===== src/rtl/systolic_skew_feeder_if.sv =====
// systolic_skew_feeder_if: load handshake, stream control and skewed output bundle for the feeder.
// SKEW_FEEDER_ROW_VALID_EN adds the per-lane row_valid flags.
interface systolic_skew_feeder_if #(
    parameter int DATA_W = 8,
    parameter int N = 2,
    parameter int K = 2
);
    logic                    load_valid;
    logic                    load_ready;
    logic [N*K*DATA_W-1:0]   a_flat;
    logic                    advance;
    logic [N*DATA_W-1:0]     a_out;
    logic                    out_valid;
    logic                    done;
    logic                    busy;
`ifdef SKEW_FEEDER_ROW_VALID_EN
    logic [N-1:0]            row_valid;
    modport master(output load_valid, a_flat, advance, input load_ready, a_out, out_valid, done, busy, row_valid);
    modport slave(input load_valid, a_flat, advance, output load_ready, a_out, out_valid, done, busy, row_valid);
`else
    modport master(output load_valid, a_flat, advance, input load_ready, a_out, out_valid, done, busy);
    modport slave(input load_valid, a_flat, advance, output load_ready, a_out, out_valid, done, busy);
`endif
endinterface


===== src/rtl/systolic_skew_feeder.sv =====
// systolic_skew_feeder: streams an N x K activation matrix row-skewed, with a shadow buffer for bubble-free back-to-back matrices.
// Optional macro SKEW_FEEDER_ROW_VALID_EN adds registered per-lane real-element flags.
module systolic_skew_feeder #(
    parameter int DATA_W = 8,
    parameter int N = 2,
    parameter int K = 2
) (
    input logic clk,
    input logic reset,
    systolic_skew_feeder_if.slave bus
);
    localparam int L = K + N - 1;
    localparam int CW = $clog2(K + N);
    localparam logic [CW-1:0] LAST = CW'(L - 1);

    typedef enum logic {IDLE, STREAM} state_t;

    state_t                          state_q;
    logic [N-1:0][K-1:0][DATA_W-1:0] shadow_q, active_q;
    logic                            shadow_full_q, out_valid_q, done_q;
    logic [CW-1:0]                   cnt_q;
    logic [N-1:0][DATA_W-1:0]        a_out_q, lane_d;
    logic                            load_ready, beat, last_beat;
`ifdef SKEW_FEEDER_ROW_VALID_EN
    logic [N-1:0]                    row_ok_d, row_valid_q;
    assign bus.row_valid = row_valid_q;
`endif

    assign load_ready    = !shadow_full_q && !reset;
    assign beat          = state_q == STREAM && bus.advance;
    assign last_beat     = beat && cnt_q == LAST;
    assign bus.load_ready = load_ready;
    assign bus.a_out     = a_out_q;
    assign bus.out_valid = out_valid_q;
    assign bus.done      = done_q;
    assign bus.busy      = state_q == STREAM || shadow_full_q;

    // Lane r shows element cnt-r of its row; outside 0..K-1 it is zero padding.
    always_comb begin
        lane_d = '0;
`ifdef SKEW_FEEDER_ROW_VALID_EN
        row_ok_d = '0;
`endif
        for (int r = 0; r < N; r++) begin
            for (int k = 0; k < K; k++) begin
                if (int'(cnt_q) == r + k) begin
                    lane_d[r] = active_q[r][k];
`ifdef SKEW_FEEDER_ROW_VALID_EN
                    row_ok_d[r] = 1'b1;
`endif
                end
            end
        end
    end

    always_ff @(posedge clk) begin
        if (reset) begin
            state_q       <= IDLE;
            shadow_q      <= '0;
            active_q      <= '0;
            shadow_full_q <= 1'b0;
            cnt_q         <= '0;
            a_out_q       <= '0;
            out_valid_q   <= 1'b0;
            done_q        <= 1'b0;
`ifdef SKEW_FEEDER_ROW_VALID_EN
            row_valid_q   <= '0;
`endif
        end else begin
            if (bus.load_valid && load_ready) begin
                shadow_q      <= bus.a_flat;
                shadow_full_q <= 1'b1;
            end
            a_out_q     <= beat ? lane_d : '0;
            out_valid_q <= beat;
            done_q      <= last_beat;
`ifdef SKEW_FEEDER_ROW_VALID_EN
            row_valid_q <= beat ? row_ok_d : '0;
`endif
            // Load and transfer are exclusive: load needs an empty shadow, transfer a full one.
            if ((state_q == IDLE || last_beat) && shadow_full_q) begin
                active_q      <= shadow_q;
                shadow_full_q <= 1'b0;
                cnt_q         <= '0;
                state_q       <= STREAM;
            end else if (last_beat) begin
                state_q <= IDLE;
            end else if (beat) begin
                cnt_q <= cnt_q + 1'b1;
            end
        end
    end
endmodule


===== src/flat_wrapper.sv =====
// flat-port wrapper written by rule: the top's interface ports become plain ports
module systolic_skew_feeder_flat 
#(
    parameter int DATA_W = 8,
    parameter int N = 2,
    parameter int K = 2
)
  (clk, reset, bus_load_valid, bus_a_flat, bus_advance, bus_load_ready, bus_a_out, bus_out_valid, bus_done, bus_busy);
  systolic_skew_feeder_if #(.DATA_W(DATA_W), .N(N), .K(K)) bus_i ();
  input logic clk;
  input logic reset;
  input wire logic [$bits(bus_i.load_valid)-1:0] bus_load_valid;
  input wire logic [$bits(bus_i.a_flat)-1:0] bus_a_flat;
  input wire logic [$bits(bus_i.advance)-1:0] bus_advance;
  output wire logic [$bits(bus_i.load_ready)-1:0] bus_load_ready;
  output wire logic [$bits(bus_i.a_out)-1:0] bus_a_out;
  output wire logic [$bits(bus_i.out_valid)-1:0] bus_out_valid;
  output wire logic [$bits(bus_i.done)-1:0] bus_done;
  output wire logic [$bits(bus_i.busy)-1:0] bus_busy;
  assign bus_i.load_valid = bus_load_valid;
  assign bus_i.a_flat = bus_a_flat;
  assign bus_i.advance = bus_advance;
  assign bus_load_ready = bus_i.load_ready;
  assign bus_a_out = bus_i.a_out;
  assign bus_out_valid = bus_i.out_valid;
  assign bus_done = bus_i.done;
  assign bus_busy = bus_i.busy;
  systolic_skew_feeder #(.DATA_W(DATA_W), .N(N), .K(K)) u_core (.clk(clk), .reset(reset), .bus(bus_i));
endmodule

===== config.mk =====
export PLATFORM = sky130hd
export DESIGN_NAME = systolic_skew_feeder_flat
export DESIGN_NICKNAME = d
export VERILOG_FILES = /design/src/rtl/systolic_skew_feeder_if.sv /design/src/rtl/systolic_skew_feeder.sv /design/src/flat_wrapper.sv
export SDC_FILE = /design/constraint.sdc
export NUM_CORES = 1
export LEC_CHECK = 0
export CAP_MARGIN = 25
export CORE_ASPECT_RATIO = 0.6
export CORE_MARGIN = 2
export CORE_UTILIZATION = 35
export DETAILED_ROUTE_END_ITERATION = 16
export GPL_ROUTABILITY_DRIVEN = 0
export GPL_TIMING_DRIVEN = 0
export PLACE_DENSITY = 0.58
export RECOVER_POWER = 50
export SYNTH_ARGS = -nofsm -noshare
export SYNTH_HDL_FRONTEND = slang
export SYNTH_SLANG_ARGS = --single-unit

===== constraint.sdc =====
create_clock -name clk -period 2 [get_ports clk]
set_clock_uncertainty 0.15 [all_clocks]
set_input_delay 0.2 -clock clk [delete_from_list [all_inputs] [get_ports clk]]
set_output_delay 0.2 -clock clk [all_outputs]
set_load 0.02 [all_outputs]

## Word-level counts from Yosys, hierarchy flattened

Cells that the tools add are included.

- Add/sub/neg operators: 1
- Equal/unequal tests: 3
- Multiplexer cells: 6
- Bitwise logic cells: 3
- Reduce and logical (&&, ||, !) cells: 14

Operators with widths:

| operator | count |
|---|---|
| $mux 8 | 4 |
| $eq 2x2->1 const B | 3 |
| $logic_and 1x1->1 | 5 |
| $reduce_or 2->1 | 2 |
| $not 1->1 | 3 |
| $add 2x1->2 const B | 1 |
| $logic_not 1->1 | 2 |
| $logic_not 2->1 | 1 |
| $logic_or 1x1->1 | 2 |
| $mux 1 | 2 |
| $reduce_and 2->1 | 1 |
| $reduce_bool 2->1 | 1 |

- Register bits: 86
- Input port bits: 36
- Output and inout bits: 20
- Logic and storage cells: 42

## Depth between registers and ports, before layout

Gate-level depths: netlist of the first run.

- Depth after elaboration: 5
- Mapped depth: 7
- Gate-level depth less buffers: 5

## Worst setup path after synthesis of the first run

OpenSTA, ideal clock, no wires.

- Kind: reg-to-reg
- From: reg u_core.cnt_q[0]
- To: reg u_core.active_q[20] in the netlist's numbering
- Library setup time: 72 ps
- Data arrival time: 1325 ps
- Data required time: 1778 ps
- Setup slack: 453 ps
- Stages on the path, launching flop included: 8
- Path buffers: 2
- Clock period less this slack: 1547 ps
- Cells stage by stage: dfxtp_1 inv_1 ha_1 a21boi_2 nand2b_1 buf_4 buf_6 mux2i_1

- Cells in the longest elaborated chain, start to end: 4

Ends and longest elaborated chain:

| element | line | RTL |
|---|---|---|
| start, declared | systolic_skew_feeder.sv:21 | `logic [CW-1:0] cnt_q;` |
| start signal, assigned | systolic_skew_feeder.sv:89 | `cnt_q <= cnt_q + 1'b1;` |
| $eq 2x2->1 | systolic_skew_feeder.sv:31 | `assign last_beat = beat && cnt_q == LAST;` |
| $logic_and 1x1->1 | systolic_skew_feeder.sv:31 |  |
| $logic_or 1x1->1 | systolic_skew_feeder.sv:81 | `if ((state_q == IDLE \|\| last_beat) && shadow_full_q) begin` |
| $logic_and 1x1->1 | systolic_skew_feeder.sv:81 |  |
| end signal, assigned | systolic_skew_feeder.sv:82 | `active_q <= shadow_q;` |
| end, declared | systolic_skew_feeder.sv:19 | `logic [N-1:0][K-1:0][DATA_W-1:0] shadow_q, active_q;` |

Every way passes these cells.
A chain may end at the register's enable or synchronous reset.

## Worst setup path in the final report of the first run

- From: reg u_core.shadow_full_q
- To: out bus_busy

- Cells in the longest elaborated chain, start to end: 1

Ends and longest elaborated chain:

| element | line | RTL |
|---|---|---|
| start, declared | systolic_skew_feeder.sv:20 | `logic shadow_full_q, out_valid_q, done_q;` |
| start signal, assigned | systolic_skew_feeder.sv:61 | `shadow_full_q <= 1'b0;` |
| start signal, assigned | systolic_skew_feeder.sv:72 | `shadow_full_q <= 1'b1;` |
| start signal, assigned | systolic_skew_feeder.sv:83 | `shadow_full_q <= 1'b0;` |
| $logic_or 1x1->1 | systolic_skew_feeder.sv:36 | `assign bus.busy = state_q == STREAM \|\| shadow_full_q;` |
| end, declared | flat_wrapper.sv:19 | `output wire logic [$bits(bus_i.busy)-1:0] bus_busy;` |

Every way passes these cells.

==> flow_metrics.tcl, run 1 <==
set metrics [dict create \
    synthSimpleGateAreaFrac 0.236 \
    clk_latency_ns 0.34 \
    drive_gt1_frac 0.0686 \
    synth_seq_area_share 0.529 \
    multiInputGateArea_um2 1390 \
    die_x_um 129 \
    synth_top_area_frac 0.529 \
    synthAdderAreaFrac 0.0115 \
    power_mw 3.70 \
    synth_top_family_by_area "simple AND/OR/NAND/NOR gates" \
    cts_buffer_depth 2 \
    cts_setup_buffers 0 \
    cts_buffers 9 \
    diodes 0 \
    startpoint_type "flip-flop" \
    dieArea_um2 10100 \
    antenna_left 0 \
    num_vias 2416 \
    r2r_start "u_core.cnt_q[0]" \
    busiest_layer "met1" \
    yosysWarnings 0 \
    place_hpwl_um 5420 \
    syn_inst 341 \
    synth_nets 380 \
    synthTopCellsByArea "dfxtp_1 (53%), nand2b_1 (12%), mux2i_1 (10%), nand2_1 (5.5%), o21ai_0 (4.9%)" \
    period_share 0.941 \
    clock_sinks 86 \
    synth_cell_types 24 \
    drc 0 \
    setup-violations-final 0 \
    track_usage 0.162 \
    clk_pin_slew_ns 0.05 \
    antenna_found_initial 0 \
    postLayoutCoreUtil 0.460 \
    core_um2 9120 \
    power_density_nw_per_um2 882 \
    rsz0062_at_grt "no" \
    dp_worst_setup_slack_ns -0.132 \
    worst_pin_slew_ns 0.629 \
    syn_avg_cell_area_um2 9.55 \
    vias_per_cell 4.61 \
    grt_overflow 0 \
    die_height_um 78.7 \
    final.setup.tns_ns 0 \
    crit_type "reg -> out" \
    relSlewSlack 0.579 \
    root_buffer "clkbuf_16" \
    rows 27 \
    grt_pass1_wl_um 12200 \
    synth_compound_gate_area_share 0.0772 \
    synth_mux_area_frac 0.101 \
    wirelength_um 7490 \
    initial_core_util 0.357 \
    met2_usage 0.202 \
    setup.worst_path.start "u_core.shadow_full_q" \
    finalHoldViolCount 0 \
    grt_use_met1 0.248 \
    synth_xor_area_frac 0.00269 \
    status "finished, final reports clean" \
    worst_slack_ns 0.118 \
    critical_path_required_ns 1.65 \
    final_common_cell "dfxtp_1" \
    drt_pre_antenna_iters 4 \
    fin_hold_ws_ns 0.273 \
    register_area_um2 1720 \
    hold_path.class "in -> reg" \
    drtIter0Drc 154 \
    finalWorstPathRequiredPeriod_ns 1.88 \
    drv_slew 0 \
    nNetsFinal 444 \
    ctsHtreeMaxLevel 3 \
    io_pins 56 \
    grt_pass1_vias 2341 \
    synth_area_um2 3260 \
    peakVddDrop_v 0.000376 \
    cp.arrival_ns 1.53 \
    synth_area_leader_cell "dfxtp_1" \
    synth-seq-cells 86 \
    fmax_ghz 0.531 \
    portBuffers 54 \
    cp_max_fo 7 \
    hold_path_startpoint "bus_a_flat[28]" \
    cts_tree "done" \
    area_growth_pct 28.9 \
    grtUsageMet3 0.0573 \
    cp-end-kind "output port" \
    p_leak_nw 1.62 \
    wl_per_cell_um 14.3 \
    cap_violations 0 \
    grt_max_degree 18 \
    layout_common_cells "dfxtp_1 (86), nand2b_1 (65), nand2_1 (48), clkdlybuf4s50_1 (36), mux2i_1 (33)" \
    fillers 875 \
]
## worst paths after layout
kind,cells past startpoint,slack (ns),end
hold / removal,3,0.27,u_core.shadow_q[28]
setup reg to reg,7,0.15,u_core.active_q[26]
hold reg to reg,2,0.30,u_core.bus.a_out[13]
setup / recovery,2,0.12,bus_busy
## state kept, by name, summed over array words and instances, names as in the netlist
signal and cells:
u_core.active_q 32, u_core.bus.a_out 16, u_core.bus.done 1, u_core.bus.out_valid 1
u_core.cnt_q 2, u_core.shadow_full_q 1, u_core.shadow_q 32, u_core.state_q 1
## Yosys cell counts
cell type	number
xnor2_1	1
clkbuf_2	2
nor2b_1	1
nand3b_1	10
nor3b_4	1
nor3_1	3
clkinv_1	1
mux2i_1	33
o21ai_0	32
ha_1	3
nand2_1	48
nor2_1	5
dfxtp_1	86
buf_6	3
nand2b_1	65
nand3_1	8
or2_2	1
a21oi_1	16
buf_4	1
buf_2	7
buf_1	1
a21boi_2	1
inv_1	3
clkbuf_1	9
## where the power goes
group	switching [mW]	internal (mW)
combinational	0.167	0.172
clock	0.619	0.927
sequential	0.0281	1.79
total	0.814	2.89
## layout make-up
type                       count  area share
multi-input combinational    228       0.331
timing repair buffer          54       0.129
inverter                       4     0.00358
clock inverter                 1     0.00119
clock buffer                  13      0.0644
buffer                        22      0.0262
tap                          116      0.0346
sequential                    86       0.410
## kinds of logic after synthesis
family / Yosys count
flops: 86
xor+xnor: 1
fa+ha+maj: 3
mux: 33
compound gates: 49
buf+inv: 27
simple gates: 142
## worst max-delay path, stage by stage (launching register included)
cell and delay, ns:
dfxtp_1 0.37, or2_2 0.29, clkdlybuf4s50_1 0.53
## metrics by stage
| stage | instances | instance area [µm²] |
|---|---|---|
| floorplan | 341 | 3260 |
| global placement | 511 | 3940 |
| detailed placement | 511 | 3940 |
| CTS | 524 | 4210 |
| global route | 524 | 4200 |
| finish | 524 | 4200 |
## routing by layer
metal  vias to the layer above  share of wire
met2                        61           0.38
met4                         0         0.0033
met5                         -              0
li1                       1246              -
met1                      1107           0.56
met3                         2          0.060
## repair_timing
item                                    CTS  global route
hold buffers                              0             0
endpoints found under the setup margin    1             0
resized for setup                         1             0
Power figures use the tool's default switching activity.
==> run 2, diff against run 1 <==
--- a/config.mk
+++ b/config.mk
@@ -5,14 +5,13 @@
 export SDC_FILE = /design/constraint.sdc
 export NUM_CORES = 1
 export LEC_CHECK = 0
-export CAP_MARGIN = 25
 export CORE_ASPECT_RATIO = 0.6
 export CORE_MARGIN = 2
-export CORE_UTILIZATION = 35
+export CORE_UTILIZATION = 52
 export DETAILED_ROUTE_END_ITERATION = 16
 export GPL_ROUTABILITY_DRIVEN = 0
 export GPL_TIMING_DRIVEN = 0
-export PLACE_DENSITY = 0.58
+export PLACE_DENSITY = 0.8
 export RECOVER_POWER = 50
 export SYNTH_ARGS = -nofsm -noshare
 export SYNTH_HDL_FRONTEND = slang
==> constraint.sdc (replaced) <==
create_clock -name clk -period 1.8 [get_ports clk]
set_clock_uncertainty 0.15 [all_clocks]
set_input_delay 0.18 -clock clk [delete_from_list [all_inputs] [get_ports clk]]
set_output_delay 0.18 -clock clk [all_outputs]
set_load 0.02 [all_outputs]
==> flow_metrics.tcl, run 2 (same netlist as run 1, synthesis figures left out) <==
set metrics [dict create \
    p_comb_frac 0.096 \
    final_common_cell "dfxtp_1" \
    core_um2 6080 \
    wl_per_cell_um 14.6 \
    area_growth_pct 26.9 \
    grt_pass1_vias 2354 \
    cts_setup_buffers 0 \
    peakVddDrop_v 0.000427 \
    fillers 516 \
    portBuffers 54 \
    vias_per_cell 5.07 \
    fin_hold_ws_ns 0.219 \
    critical_path_required_ns 1.94 \
    clk_pin_slew_ns 0.09 \
    die_height_um 65.3 \
    die_x_um 106 \
    status "finished, final reports clean" \
    root_buffer "clkbuf_8" \
    startpoint_type "flip-flop" \
    clock_sinks 86 \
    nNetsFinal 443 \
    place_hpwl_um 5170 \
    cap_violations 0 \
    fmax_ghz 0.591 \
    antenna_left 0 \
    fin_cells 493 \
    p_switching_mw 0.895 \
    dp_worst_setup_slack_ns -0.297 \
    cts_tree "done" \
    num_vias 2501 \
    ctsHtreeMaxLevel 3 \
    grt_overflow 0 \
    multiInputGateArea_um2 1400 \
    p_leak_nw 1.55 \
    io_pins 56 \
    cts_resized 4 \
    drc 0 \
    reg2reg_depth 6 \
    cts_buffers 9 \
    worst_pin_slew_ns 0.497 \
    register_area_um2 1720 \
    finalHoldViolCount 0 \
    diodes 0 \
    drt_pre_antenna_iters 4 \
    cts_buffer_depth 2 \
    swShare 0.228 \
    cp_max_fo 16 \
    drtIter0Drc 96 \
    final.setup.tns_ns 0 \
    power_density_nw_per_um2 951 \
    wirelength_um 7190 \
    period_share 0.939 \
    relSlewSlack 0.669 \
    crit_path_top_delay_cell "dfxtp_1" \
    crit_type "reg -> reg" \
    cts_hold_buf 0 \
    worst_slack_ns 0.109 \
    clkPwrFrac 0.391 \
    drive_gt1_frac 0.0856 \
    cp.arrival_ns 1.83 \
    hold_path.class "in -> reg" \
    dieArea_um2 6930 \
    setup-violations-final 0 \
    dp.cells 479 \
    clk_latency_ns 0.36 \
    finalWorstPathRequiredPeriod_ns 1.69 \
    power_mw 3.93 \
    initial_core_util 0.535 \
    track_usage 0.222 \
    p_int_mw 3.03 \
    layout_common_cells "dfxtp_1 (85), nand2b_1 (65), clkdlybuf4s50_1 (52), nand2_1 (48), mux2i_1 (33)" \
    cp-end-kind "flip-flop" \
    grt_pass1_wl_um 11500 \
    drv_slew 0 \
    grt_max_degree 18 \
    rows 22 \
    hold_depth 3 \
    pwr-share-seq 0.514 \
    critPathMaxStageDelay_ns 0.36 \
    cp_cell_sequence "inv_1 > ha_1 > a21boi_2 > nand2b_1 > buf_6 > mux2i_1" \
    antenna_found_initial 0 \
]
==> run 2: changes by cell type in the layout (fill, tap and decap cells not counted), moves of 4 or more <==
cell,delta
clkbuf_1,-4
clkbuf_8,+8
dlygate4sd3_1,-18
clkbuf_16,-9
clkdlybuf4s50_1,+16
==> run 2: worst max-delay path: cells and delay by family, from the launching register on <==
kind	cells	cell delay (ns)
AO/OA/AOI/OAI	1	0.19
adder cells (fa/ha/maj)	1	0.23
buffers and inverters	2	0.31
flip-flops	1	0.36
multiplexers	1	0.23
AND/OR/NAND/NOR	1	0.15
==> run 2: through the flow <==
step | cell area (µm²) | util
2_1_floorplan | 3260 | -
3_3_place_gp | 3900 | 0.641
3_5_place_dp | 3900 | 0.641
4_1_cts | 4120 | 0.677
5_1_grt | 4130 | 0.679
6_report | 4130 | 0.679
==> run 2: layer usage <==
metal	GRT usage	part of all wire	wire [µm]
met5	0	0	0
met1	0.308	0.49	3510
met4	0.0954	0.017	123
met2	0.317	0.42	2990
met3	0.0734	0.079	567
==> run 2: worst paths after layout <==
check                          start                  end  slack, ns
hold / removal        bus_a_flat[14]  u_core.shadow_q[14]       0.22
setup / recovery     u_core.cnt_q[0]  u_core.active_q[18]       0.11
setup reg to reg     u_core.cnt_q[0]  u_core.active_q[18]       0.11
hold reg to reg   u_core.active_q[8]  u_core.bus.a_out[0]       0.32
==> run 2: power by group through the flow <==
| stage | logic (mW) | clock network, mW | registers, mW |
|---|---|---|---|
| 3_5_place_dp | 0.380 | 0 | 2.06 |
| 3_3_place_gp | 0.372 | 0 | 2.06 |
| 5_1_grt | 0.408 | 1.64 | 2.03 |
| 4_1_cts | 0.374 | 1.55 | 2.02 |
| 2_1_floorplan | 0.229 | 0 | 2.05 |
| 6_report | 0.376 | 1.53 | 2.02 |
==> run 2: layout make-up <==
class                           instances  area share
Inverter                                4     0.00454
Clock inverter                          5      0.0197
Tap cell                               84      0.0254
Sequential cell                        86       0.417
Buffer                                 21      0.0285
Clock buffer                           11      0.0367
Timing Repair Buffer                   54       0.130
Multi-Input combinational cell        228       0.338
